`config.mk`:
```
export PLATFORM = sky130hd
export DESIGN_NAME = flash_sample_player_flat
export DESIGN_NICKNAME = d
export VERILOG_FILES = /design/src/rtl/audio_pkg.sv /design/src/rtl/flash_sample_player_if.sv /design/src/rtl/flash_sample_player_sat_counter.sv /design/src/rtl/flash_sample_player.sv /design/src/flat_wrapper.sv
export SDC_FILE = /design/constraint.sdc
export NUM_CORES = 1
export LEC_CHECK = 0
export CORE_AREA = 2 2 100 102
export CTS_CLUSTER_SIZE = 40
export DETAILED_ROUTE_END_ITERATION = 8
export DIE_AREA = 0 0 102 104
export SYNTH_ARGS = -nofsm -noshare
export SYNTH_HDL_FRONTEND = slang
export SYNTH_SLANG_ARGS = --single-unit
```
`constraint.sdc`:
```
create_clock -name clk -period 4.54 [get_ports clk]
set_input_delay 0.454 -clock clk [delete_from_list [all_inputs] [get_ports clk]]
set_output_delay 0.454 -clock clk [all_outputs]
set_load 0.02 [all_outputs]
```
`src/rtl/audio_pkg.sv`:
```
// Shared types and helpers for the flash sample player.
package audio_pkg;

  // Native sample width of the audio path; the flash word carries two samples.
  localparam int SAMPLE_W_DEFAULT = 16;

  typedef enum logic [2:0] {
    IDLE,
    WAIT_LO,
    PLAY_LO,
    WAIT_HI,
    PLAY_HI,
    DONE
  } player_state_t;

  // Attenuate a signed sample by an arithmetic right shift (sign kept, truncating).
  // Operates on int so any sample width up to 32 bits can use it after sign extension.
  function automatic int shift_sample(input int s, input int sh);
    return s >>> sh;
  endfunction

endpackage

```
`src/rtl/flash_sample_player_if.sv`:
```
// Flash read data in, audio samples and status out.
interface flash_sample_player_if #(
  parameter int SAMPLE_W   = 16,
  parameter int UNDERRUN_W = 8
);
  logic [2*SAMPLE_W-1:0] flash_mem_readdata;
  logic                  flash_mem_readdatavalid;
  logic                  sample_tick;
  logic                  enable;
  logic [SAMPLE_W-1:0]   audio_data;
  logic                  audio_valid;
  logic                  word_done;
  logic                  busy;
  logic [UNDERRUN_W-1:0] underrun_count;
  logic                  overrun;

  // Producer side: flash read stage, tick source and control.
  modport master (
    output flash_mem_readdata, flash_mem_readdatavalid, sample_tick, enable,
    input  audio_data, audio_valid, word_done, busy, underrun_count, overrun
  );

  // Player side.
  modport slave (
    input  flash_mem_readdata, flash_mem_readdatavalid, sample_tick, enable,
    output audio_data, audio_valid, word_done, busy, underrun_count, overrun
  );
endinterface

```
`src/rtl/flash_sample_player_sat_counter.sv`:
```
// Saturating up-counter with asynchronous clear.
module sat_counter #(
  parameter int W = 8
) (
  input  logic         clk,
  input  logic         rst_n,
  input  logic         inc,
  output logic [W-1:0] count
);

  // Count increments, sticking at all-ones instead of wrapping.
  always_ff @(posedge clk or negedge rst_n) begin
    if (!rst_n) begin
      count <= '0;
    end else if (inc && (count != {W{1'b1}})) begin
      count <= count + W'(1);
    end
  end

endmodule

```
`src/rtl/flash_sample_player.sv`:
```
// Plays each 32-bit flash word as two signed samples (low half first), one per sample_tick.
module flash_sample_player
  import audio_pkg::*;
#(
  parameter int SAMPLE_W   = SAMPLE_W_DEFAULT,
  parameter int GAIN_SHIFT = 0,
  parameter int UNDERRUN_W = 8
) (
  input logic                  clk,
  input logic                  rst_n,
  flash_sample_player_if.slave bus
);

  player_state_t         state_reg;
  logic [2*SAMPLE_W-1:0] word_reg;
  logic [SAMPLE_W-1:0]   audio_reg;
  logic                  valid_reg;
  logic                  done_reg;
  logic                  busy_reg;
  logic                  overrun_reg;
  logic [SAMPLE_W-1:0]   lo_scaled;
  logic [SAMPLE_W-1:0]   hi_scaled;
  logic                  underrun_inc;

  // Attenuated halves of the buffered word; sign-extended before the shift.
  assign lo_scaled = SAMPLE_W'(shift_sample(int'($signed(word_reg[SAMPLE_W-1:0])), GAIN_SHIFT));
  assign hi_scaled = SAMPLE_W'(shift_sample(int'($signed(word_reg[2*SAMPLE_W-1:SAMPLE_W])), GAIN_SHIFT));

  // A tick with no word in hand (idle, or finishing the previous word) is a starved tick.
  assign underrun_inc = bus.enable && bus.sample_tick && ((state_reg == IDLE) || (state_reg == DONE));

  sat_counter #(.W(UNDERRUN_W)) u_underrun (
    .clk   (clk),
    .rst_n (rst_n),
    .inc   (underrun_inc),
    .count (bus.underrun_count)
  );

  // Playback FSM with registered sample, strobes, busy and overrun flag.
  always_ff @(posedge clk or negedge rst_n) begin
    if (!rst_n) begin
      state_reg   <= IDLE;
      word_reg    <= '0;
      audio_reg   <= '0;
      valid_reg   <= 1'b0;
      done_reg    <= 1'b0;
      busy_reg    <= 1'b0;
      overrun_reg <= 1'b0;
    end else begin
      valid_reg <= 1'b0;
      done_reg  <= 1'b0;
      if (!bus.enable) begin
        state_reg <= IDLE;
        busy_reg  <= 1'b0;
      end else begin
        if (bus.flash_mem_readdatavalid && (state_reg != IDLE)) begin
          overrun_reg <= 1'b1;
        end
        case (state_reg)
          IDLE: begin
            if (bus.flash_mem_readdatavalid) begin
              word_reg  <= bus.flash_mem_readdata;
              state_reg <= WAIT_LO;
              busy_reg  <= 1'b1;
            end
          end
          WAIT_LO: begin
            if (bus.sample_tick) state_reg <= PLAY_LO;
          end
          PLAY_LO: begin
            audio_reg <= lo_scaled;
            valid_reg <= 1'b1;
            state_reg <= WAIT_HI;
          end
          WAIT_HI: begin
            if (bus.sample_tick) state_reg <= PLAY_HI;
          end
          PLAY_HI: begin
            audio_reg <= hi_scaled;
            valid_reg <= 1'b1;
            state_reg <= DONE;
          end
          DONE: begin
            done_reg  <= 1'b1;
            state_reg <= IDLE;
            busy_reg  <= 1'b0;
          end
          default: begin
            state_reg <= IDLE;
            busy_reg  <= 1'b0;
          end
        endcase
      end
    end
  end

  assign bus.audio_data  = audio_reg;
  assign bus.audio_valid = valid_reg;
  assign bus.word_done   = done_reg;
  assign bus.busy        = busy_reg;
  assign bus.overrun     = overrun_reg;

endmodule

```
`src/flat_wrapper.sv`:
```
// flat-port wrapper written by rule: the top's interface ports become plain ports
module flash_sample_player_flat import audio_pkg::*;
#(
  parameter int SAMPLE_W   = SAMPLE_W_DEFAULT,
  parameter int GAIN_SHIFT = 0,
  parameter int UNDERRUN_W = 8
)
  (clk, rst_n, bus_flash_mem_readdata, bus_flash_mem_readdatavalid, bus_sample_tick, bus_enable, bus_audio_data, bus_audio_valid, bus_word_done, bus_busy, bus_underrun_count, bus_overrun);
  flash_sample_player_if #(.SAMPLE_W(SAMPLE_W), .UNDERRUN_W(UNDERRUN_W)) bus_i ();
  input logic clk;
  input logic rst_n;
  input wire logic [$bits(bus_i.flash_mem_readdata)-1:0] bus_flash_mem_readdata;
  input wire logic [$bits(bus_i.flash_mem_readdatavalid)-1:0] bus_flash_mem_readdatavalid;
  input wire logic [$bits(bus_i.sample_tick)-1:0] bus_sample_tick;
  input wire logic [$bits(bus_i.enable)-1:0] bus_enable;
  output wire logic [$bits(bus_i.audio_data)-1:0] bus_audio_data;
  output wire logic [$bits(bus_i.audio_valid)-1:0] bus_audio_valid;
  output wire logic [$bits(bus_i.word_done)-1:0] bus_word_done;
  output wire logic [$bits(bus_i.busy)-1:0] bus_busy;
  output wire logic [$bits(bus_i.underrun_count)-1:0] bus_underrun_count;
  output wire logic [$bits(bus_i.overrun)-1:0] bus_overrun;
  assign bus_i.flash_mem_readdata = bus_flash_mem_readdata;
  assign bus_i.flash_mem_readdatavalid = bus_flash_mem_readdatavalid;
  assign bus_i.sample_tick = bus_sample_tick;
  assign bus_i.enable = bus_enable;
  assign bus_audio_data = bus_i.audio_data;
  assign bus_audio_valid = bus_i.audio_valid;
  assign bus_word_done = bus_i.word_done;
  assign bus_busy = bus_i.busy;
  assign bus_underrun_count = bus_i.underrun_count;
  assign bus_overrun = bus_i.overrun;
  flash_sample_player #(.SAMPLE_W(SAMPLE_W), .GAIN_SHIFT(GAIN_SHIFT), .UNDERRUN_W(UNDERRUN_W)) u_core (.clk(clk), .rst_n(rst_n), .bus(bus_i));
endmodule
```
# After elaboration in Yosys (flattened, before gate mapping)
# Index checks and enable logic that the tools add are counted.
[op_classes] n_shift=0 multipliers=0 mux=13 eq_ne=10 order_cmp=0 bitwise=0 reduce_logical=15 div=0 n_addsub=1
[op_table] operator="$pmux 16 s2" count=1
[op_table] operator="$pmux 3 s5" count=1
[op_table] operator="$mux 3" count=4
[op_table] operator="$ne 3x3->1 const B" count=3
[op_table] operator="$add 8x1->8 const B" count=1
[op_table] operator="$ne 8x8->1 const B" count=1
[op_table] operator="$eq 3x2->1 const B" count=2
[op_table] operator="$eq 3x3->1 const B" count=2
[op_table] operator="$mux 1" count=6
[op_table] operator="$reduce_and 2->1" count=3
[op_table] operator="$reduce_and 3->1" count=2
[op_table] operator="$logic_and 1x1->1" count=4
[op_table] operator="$reduce_or 4->1" count=1
[op_table] operator="$eq 3x1->1 const B" count=1
[op_table] operator="$logic_not 3->1" count=1
[op_table] operator="$reduce_bool 3->1" count=1
[op_table] operator="$ne 2x2->1 const B" count=1
[op_table] operator="$pmux 1 s2" count=1
[op_table] operator="$reduce_bool 2->1" count=1
[op_table] operator="$reduce_or 2->1" count=1
[op_table] operator="$logic_or 1x1->1" count=1
[word_totals] regBits=63 latch_bits=0 output_inout_bits=28 mem_count=0 in_bits=37 rom_bits=0 mem_bits_rw=0

# Logic depth before layout (Yosys ltp)
[logic_depth] ltp_word=4 ltp_mapped=7 depth_no_buf=5

# Cells and area by module
# A second synthesis with hierarchy kept.
[unflattened] cells_unflattened=184 area_unflattened_um2=2995.4
[by_module_without_submodules] mod="flash_sample_player" area_per_inst_um2=2587.5 n_inst=1 cells_per_inst=150 seq_area_each_um2=1376.3
[by_module_without_submodules] mod="sat_counter" area_per_inst_um2=407.9 n_inst=1 cells_per_inst=34 seq_area_each_um2=200.2

# Least setup slack after synthesis
# No wires, ideal clock.
[synth_timing] path_type="register to register" start="reg u_core.state_reg[1]" end="reg u_core.word_reg[10]" path_buffers=2 stages_incl_launch_ff=6 synth_period_minus_slack_ns=1.654 arrival_ns=1.529 required_time_ns=4.415 path_slack_ns=2.886 cell_sequence="dfrtp_1 buf_6 or3_4 nor2_8 buf_8 mux2_4"
[synth_between] elab_chain_cells=2
[synth_lines] element="from (decl)" line="flash_sample_player.sv:14" source="player_state_t state_reg;"
[synth_lines] element="from (signal assigned)" line="flash_sample_player.sv:42" source="state_reg <= IDLE;"
[synth_lines] element="from (signal assigned)" line="flash_sample_player.sv:53" source="state_reg <= IDLE;"
[synth_lines] element="from (signal assigned)" line="flash_sample_player.sv:63" source="state_reg <= WAIT_LO;"
[synth_lines] element="$logic_not 3->1" line="flash_sample_player.sv:59" source="case (state_reg)"
[synth_lines] element="$reduce_and 3->1 (no source line)"
[synth_lines] element="to (signal assigned)" line="flash_sample_player.sv:62" source="word_reg <= bus.flash_mem_readdata;"
[synth_lines] element="to (decl)" line="flash_sample_player.sv:15" source="logic [2*SAMPLE_W-1:0] word_reg;"
# Every way passes these cells.
# A chain may end at the register's enable or synchronous reset.

# Worst setup path in the final report
[layout_timing] start="reg u_core.state_reg[2]" end="reg u_core.audio_reg[2] (netlist: u_core.bus.audio_data[2])"
[layout_between] elab_chain_cells=3
[layout_lines] element="$eq 3x2->1 / $eq 3x3->1 (equally long branches)" line="flash_sample_player.sv:59"
[layout_lines] element="$reduce_bool 2->1 (no source line)"
[layout_lines] element="$reduce_and 2->1 (no source line)"
[layout_lines] element="to (signal assigned)" line="flash_sample_player.sv:71" source="audio_reg <= lo_scaled;"
[layout_lines] element="to (signal assigned)" line="flash_sample_player.sv:79" source="audio_reg <= hi_scaled;"
[layout_lines] element="to (decl)" line="flash_sample_player.sv:16" source="logic [SAMPLE_W-1:0] audio_reg;"
# Several ways; a longest one is shown, not always the timed one.

==> out/metrics.yaml <==
run_status:
  status: "complete, no violations"
sta:
  maxSlewHeadroom: 0.349
  max_freq_mhz: 457
  setup_slack_ns: 2.35
  drv_slew: 0
  worst_pin_slew_ns: 0.971
  setup_viol: 0
  skew_ns: 0.00785
  final.period_utilization: 0.482
  hold_ws_ns: 0.290
  rsz0062_at_grt: "false"
  tns_ns: 0
  post-route-min-period_ns: 2.19
  final-hold-violation-count: 0
clocking:
  htree_levels: 3
  clk_pin_slew_ns: 0.07
  cts.repair.resized: 0
  cts_sinks: 63
  postCtsHoldBufs: 0
  cts_root_buffer: "clkbuf_8"
  clk_latency_ns: 0.34
  cts.path.max_buffers: 2
  cts_setup_buffers: 0
  cts_tree: "built"
  cts_buffers: 9
drt:
  drt-vias-per-instance: 4.24
  drc_errors: 0
  wl_per_cell_um: 13.4
  drt-total-wl_um: 5520
  vias: 1746
  first_iter_violations: 41
  ant_nets: 0
  drtPass1Iterations: 4
synthesis:
  synth_edf_count: 0
  syn_inst: 208
  synthTopCellsByCount: "dfrtp_1, mux2_4, nand2_1"
  yosysMostFrequentCell: "dfrtp_1"
  synth_area_per_cell_um2: 13.6
  ys_async_sr_fraction: 1.00
  yosysSeqAreaShare: 0.559
  synth_top_area_share: 0.559
  synth.distinct_cells: 32
  synth-seq-cells: 63
  synth_nets: 246
  synth_area_um2: 2820
  yosys_warnings: 0
  synth_ff_type: "dfrtp_1"
  synth.area.top_cells: "dfrtp_1, mux2_4, mux2i_1"
  synth_area_leader_cell: "dfrtp_1"
global_routing:
  grt_start_max_net_pins: 64
  antenna_found_initial: 0
  grt_overflow: 0
  grt_pass1_wl_um: 9140
  grt_pass1_vias: 1781
  grt_use_total: 0.113
layout:
  largest_reg_flops: 32
  syn2layout_area_growth_pct: 35.0
  final_area_um2: 3810
  num_antenna_cells: 0
  final_cells: 412
  post-route-util: 0.399
  finalNetCount: 312
  drive_gt1_frac: 0.222
placed_design:
  gp_congestion: 0.677
  place_hpwl_um: 3590
  numPlacedInstances: 396
  io_buffers: 64
  dpl_cell_area_um2: 3550
  dp_slack_ns: 2.06
die:
  start_util: 0.295
  fp.dieH_um: 104
  die_x_um: 102
  rows: 36
  ioPinCount: 65
  core_area_um2: 9550
  dieArea_um2: 10600
worst_setup_path:
  timing_worst_setup_path_type: "flop to flop"
  cp.arrival_ns: 2.40
  cp.depth: 5
  critical_path.top_delay_family: "simple AND/OR/NAND/NOR gates"
  worst-r2r-cell-count: 5
  cpPeakStageDelay_ns: 0.75
  cpMaxStageDelayCell: "nor3_2"
  crit_buf_inv: 2
  critPathRequiredTime_ns: 4.75
  crit_path_cell_trace: "inv_1 -> nor3_2 -> buf_4 -> mux2i_1 -> o21ai_0"
  path_max_fanout: 9
  critPathLaunchType: "flop"
  crit_path_end_kind: "flop"
power_and_ir_drop:
  p_leak_nw: 1.63
  power_per_cell_area_nw_per_um2: 550
  total_power_mw: 2.09
  peakVddDrop_mv: 0.169
min_path:
  hp-class: "input pin to asynchronous set/reset pin"
job:
  drv_cap: 0
placed cells by master (no fill, tap or decap), types with 2 or more instances in the layout:
cell type	Yosys	layout
nor2_1	2	2
nand3_1	3	3
buf_4	1	3
xnor2_1	2	2
mux2i_1	16	16
clkdlybuf4s50_1	0	63
inv_1	3	3
and3_1	2	2
nand2_1	25	25
dfrtp_1	63	63
mux2_2	5	5
clkinv_2	0	3
nor3b_1	3	3
o21ai_0	17	17
clkbuf_8	0	9
xor2_1	5	5
mux2_4	30	30
bufinv_16	0	4
nor3_1	6	5
a21oi_1	2	2
layout make-up:
cell class                 count  area [µm²]
clock inverter                 7         135
timing repair buffer          67         658
multi-input combinational    130        1130
clock buffer                   9         124
sequential                    63        1580
inverter                       3        11.3
fill                         946        5740
tap                          133         166
kinds of logic (layout without fill, tap and decap cells):
group / Yosys count / count (layout) / share of synthesized area
xor gates and xnor gates: 7 / 7 / 0.0217
muxes: 51 / 51 / 0.237
DFF: 63 / 63 / 0.559
AOI/OAI and AO/OA: 24 / 24 / 0.0502
adders and majority gates: 1 / 1 / 0.00444
buffers and inverters: 15 / 86 / 0.0399
and+or+nand+nor: 47 / 47 / 0.0879
worst paths after layout:
| check | end | startpoint | slack (ns) |
|---|---|---|---|
| hold reg to reg | u_core.bus.overrun | u_core.bus.overrun | 0.48 |
| hold / removal | u_core.bus.word_done | rst_n | 0.29 |
| setup / recovery | u_core.bus.audio_data[2] | u_core.state_reg[2] | 2.35 |
| setup reg to reg | u_core.bus.audio_data[2] | u_core.state_reg[2] | 2.35 |
| max in group asynchronous | u_core.word_reg[21] | rst_n | 3.72 |
| min in group clk | u_core.bus.overrun | u_core.bus.overrun | 0.48 |
report_power, final:
group	total [mW]	switching [mW]	leakage (nW)	internal [mW]
logic	0.613	0.263	0.723	0.350
clock network	0.641	0.223	0.133	0.417
registers	0.839	0.108	0.770	0.731
total	2.09	0.594	1.63	1.50
metal layers:
layer  share of wire  track usage  wire [µm]
met1            0.47        0.151       2620
met5               0            0          0
met3           0.047       0.0323        262
met4           0.024       0.0629        130
met2            0.45        0.162       2510
Note: power is estimated with default switching activity, not from simulation.
